File: config.mk
export PLATFORM = sky130hd
export DESIGN_NAME = prog_mem_loader
export DESIGN_NICKNAME = d
export VERILOG_FILES = /design/src/rtl/prog_mem_loader.sv
export SDC_FILE = /design/constraint.sdc
export NUM_CORES = 2
export LEC_CHECK = 0
export ABC_CLOCK_PERIOD_IN_PS = 7290
export CORE_ASPECT_RATIO = 1.4
export CORE_MARGIN = 2
export CORE_UTILIZATION = 55
export DETAILED_ROUTE_END_ITERATION = 10
export PLACE_DENSITY = 0.72
export REMOVE_ABC_BUFFERS = 1
export SLEW_MARGIN = 15
export SYNTH_ARGS = -nofsm -noshare
export SYNTH_HDL_FRONTEND = slang
export SYNTH_SLANG_ARGS = --single-unit
File: constraint.sdc
create_clock -name clk -period 7.29 [get_ports clk]
set_input_delay 0.729 -clock clk [delete_from_list [all_inputs] [get_ports clk]]
set_output_delay 0.729 -clock clk [all_outputs]
set_load 0.005 [all_outputs]
File: src/rtl/prog_mem_loader.sv
// rtl/prog_mem_loader.sv - instruction store filled over a byte stream, then serving processor fetches
// Words arrive high byte first; fetches beyond the loaded program return NOP_WORD.
module prog_mem_loader #(
   parameter int                    DEPTH      = 128,
   parameter int                    ADDR_WIDTH = 7,
   parameter int                    DATA_WIDTH = 16,
   parameter logic [DATA_WIDTH-1:0] NOP_WORD   = 16'h0000
) (
   input  logic                  clk,
   input  logic                  rst_n,
   input  logic                  load_valid,
   input  logic [7:0]            load_byte,
   input  logic                  load_last,
   output logic                  load_ready,
   input  logic                  reload,
   input  logic                  ram_read_en,
   input  logic [ADDR_WIDTH-1:0] pc,
   output logic [DATA_WIDTH-1:0] data_out,
   output logic                  start,
   output logic                  loading,
   output logic [ADDR_WIDTH:0]   word_count
);

   typedef enum logic [1:0] {LOAD_HI, LOAD_LO, RUN} state_t;

   localparam logic [ADDR_WIDTH:0] FULL     = (ADDR_WIDTH+1)'(DEPTH);
   localparam logic [ADDR_WIDTH:0] LAST_IDX = FULL - (ADDR_WIDTH+1)'(1);

   state_t                state, state_nxt;
   logic [7:0]            hi_byte;
   logic [DATA_WIDTH-1:0] mem [DEPTH];
   logic                  xfer, wr_en, done;

   assign load_ready = (state != RUN);
   assign loading    = (state != RUN);
   assign xfer       = load_valid && load_ready;

   always_comb begin
      state_nxt = state;
      wr_en     = 1'b0;
      done      = 1'b0;
      case (state)
         LOAD_HI: if (xfer) state_nxt = LOAD_LO;
         LOAD_LO: begin
            if (xfer) begin
               wr_en = (word_count != FULL);
               // Program ends on load_last or when this word fills the store
               if (load_last || word_count >= LAST_IDX) begin
                  done      = 1'b1;
                  state_nxt = RUN;
               end else begin
                  state_nxt = LOAD_HI;
               end
            end
         end
         RUN:     state_nxt = RUN;
         default: state_nxt = LOAD_HI;
      endcase
      if (reload) begin
         state_nxt = LOAD_HI;
         wr_en     = 1'b0;
         done      = 1'b0;
      end
   end

   always_ff @(posedge clk or negedge rst_n) begin
      if (!rst_n) state <= LOAD_HI;
      else        state <= state_nxt;
   end

   always_ff @(posedge clk or negedge rst_n) begin
      if (!rst_n) begin
         word_count <= '0;
         data_out   <= '0;
         start      <= 1'b0;
         hi_byte    <= '0;
      end else begin
         start <= done;
         if (reload) begin
            word_count <= '0;
            data_out   <= '0;
         end else begin
            if (state == LOAD_HI && xfer) hi_byte <= load_byte;
            if (wr_en) word_count <= word_count + (ADDR_WIDTH+1)'(1);
            if (state == RUN && ram_read_en)
               data_out <= ({1'b0, pc} < word_count) ? mem[pc] : NOP_WORD;
         end
      end
   end

   // Store is left unreset; word_count alone decides which entries are valid
   always_ff @(posedge clk) begin
      if (wr_en) mem[word_count[ADDR_WIDTH-1:0]] <= {hi_byte, load_byte};
   end

endmodule
==> impl_metrics.env <==
export IMPL_drtIter0Drc=6293
export IMPL_cts_htree_levels=4
export IMPL_start_util_pct=55.2
export IMPL_final_setup_skew_ps=30.0
export IMPL_synth_top_cell_by_area="edfxtp_1"
export IMPL_cts_resized=0
export IMPL_fin_crit_ps=4380
export IMPL_pre_cts_ws_ps=2320
export IMPL_synth_common_cells="edfxtp_1 (2048), mux4_2 (500), nor2_1 (167)"
export IMPL_via_count=40800
export IMPL_drv_cap=0
export IMPL_antenna_found_initial=9
export IMPL_fp_dieArea_um2=150000
export IMPL_critPathLaunchType="primary input"
export IMPL_syn_area_um2=80500
export IMPL_path_class="in -> reg"
export IMPL_worst_slew_pin_slew_ps=1320
export IMPL_cts_root_buf="clkbuf_16"
export IMPL_relSlewSlack_pct=11.4
export IMPL_cp_max_fo=68
export IMPL_cts_tree="done"
export IMPL_path_cells="buf_8 -> buf_4 -> buf_4 -> nor2b_1 -> a221oi_1 -> a221oi_1 -> a311oi_1 -> o31ai_1 -> a22oi_1"
export IMPL_port_buffer_count=47
export IMPL_ios=48
export IMPL_fin_cells=5975
export IMPL_power_density_nw_per_um2=277
export IMPL_grt_max_degree=101
export IMPL_cellLeakagePower_nw=28.2
export IMPL_fillerInstances=9725
export IMPL_cts_max_path_buffers=3
export IMPL_hold_buffers=0
export IMPL_grt_pass1_vias=40500
export IMPL_avgSynthCellArea_um2=22.0
export IMPL_grt_pass1_wl_um=309000
export IMPL_final_area_um2=90000
export IMPL_drive_gt1_share_pct=26.2
export IMPL_synth_most_common_cell="edfxtp_1"
export IMPL_maxSlewViolCount=0
export IMPL_coreArea_um2=146000
export IMPL_hold_class="in -> async"
export IMPL_cp_required_ps=7910
export IMPL_hold_viol=0
export IMPL_cp_end_kind="flip-flop"
export IMPL_drc=0
export IMPL_fin_ws_ps=2910
export IMPL_yosys_warnings=0
export IMPL_area_growth_syn_to_layout_pct=11.7
export IMPL_clk_pin_slew_ps=70
export IMPL_synth_cell_types=72
export IMPL_rows=166
export IMPL_fin_nets=3923
export IMPL_ys_seq_elements=2083
export IMPL_reg2regPathDepth=9
export IMPL_max_stage_delay_ps=1120
export IMPL_hpwl_um=132000
export IMPL_setup_viol=0
export IMPL_ir_drop_v=0.000338
export IMPL_min_period_over_period_pct=60.1
export IMPL_drt_vias_per_instance=6.83
export IMPL_firstDrtPassIters=8
export IMPL_clock_sinks=2083
export IMPL_placed_area_um2=83900
export IMPL_syn_inst=3659
export IMPL_status="finished clean"
export IMPL_numCtsBuffers=177
export IMPL_finalPower_mw=25.0
export IMPL_whs_ps=112
export IMPL_tns_ps=0
export IMPL_grt_ovfl_total=0
export IMPL_postRouteAntennaNets=0
export IMPL_ys_async_sr_fraction_pct=1.68
export IMPL_routed_wl_um=220000
export IMPL_critical_path_slowest_cell="o31ai_1"
export IMPL_utilization_pct=61.7
export IMPL_dieWidth_um=327
export IMPL_synth_edff_count=2048
export IMPL_worst_ep_arrival_time_ps=4990
export IMPL_yosysTopAreaCellShare_pct=76.4
export IMPL_synth_area_leaders="edfxtp_1 (76%), mux4_2 (14%), mux2i_1 (1.2%)"
export IMPL_insertion_delay_ps=830
export IMPL_clock_fmax_mhz=228
export IMPL_synth_yosys_seq_area_share_pct=77.4
export IMPL_cts_setup_buffers=0
export IMPL_dp_cells=5647
export IMPL_rsz0062_at_grt="no"
export IMPL_wire_per_inst_um=36.8
export IMPL_fp_dieH_um=457
export IMPL_place_congestion=0.963
export IMPL_ys_flop_type="edfxtp_1"
export IMPL_grt_use_total_pct=29.7
-- state kept, by name (all words and copies together), names as in the netlist --
register and count:
mem 2048, data_out 16, hi_byte 8, word_count 8
state 2, start 1
-- where the power goes --
group / switching, mW / internal, mW / total, mW
registers: 0.190 / 13.5 / 13.7
clock network: 4.28 / 5.59 / 9.86
logic: 0.980 / 0.408 / 1.39
total: 5.45 / 19.5 / 25.0
-- cells by family after synthesis --
family / count (synthesis) / share of synthesized area (%)
flops: 2083 / 77.4
mux: 621 / 15.6
simple gates: 427 / 2.40
compound gates: 297 / 2.73
buf+inv: 216 / 1.67
fa+ha+maj: 8 / 0.124
xor+xnor: 7 / 0.0761
-- layer usage --
metal  GRT usage, %  wire length (um)
met1           38.7             74800
met5              0                54
met4           15.0             12600
met3           6.21             24200
met2           47.8            108000
-- layout by cell type (no fill, tap or decap), types with 17 or more instances in the layout --
cell             count
clkdlybuf4s50_1     32
clkinv_2            26
clkbuf_1            38
nand2_1            107
mux2i_1             94
o22ai_1             38
nor2_1             148
edfxtp_1          2048
mux4_2             500
clkinv_1            29
a22oi_1             72
mux2_2              25
bufinv_16           27
o21ai_0             17
a221oi_1            27
clkbuf_16          182
nor3_1              23
buf_4              210
dfrtp_1             27
a21oi_1             35
nor2_2              18
nand3_1             45
-- path summary, 6_finish.rpt --
| path | start | to | slack (ps) |
|---|---|---|---|
| min | rst_n | start | 110 |
| max reg2reg | word_count[0] | mem[83][6] | 3510 |
| min in group clk | load_byte[4] | mem[33][4] | 390 |
| max in group asynchronous | rst_n | hi_byte[5] | 6360 |
| min reg2reg | data_out[15] | data_out[15] | 610 |
| max | pc[1] | data_out[1] | 2910 |
-- layout make-up --
type	count	area, um2	area share, %
well taps	1932	2420	2.69
clock inverters	102	1280	1.42
clock buffers	223	4740	5.27
flip-flops and latches	2083	62400	69.4
diodes	3	7.51	0.00834
inverters	15	58.8	0.0654
repair buffers	257	2140	2.37
multi-input cells	1360	16900	18.8
-- worst max-delay path: cells and delay by family --
family	cells	cell delay, ps
and+or+nand+nor	1	430
buffers and inverters	3	1560
AOI/OAI and AO/OA	5	2150
(Power assumes the default switching activity.)
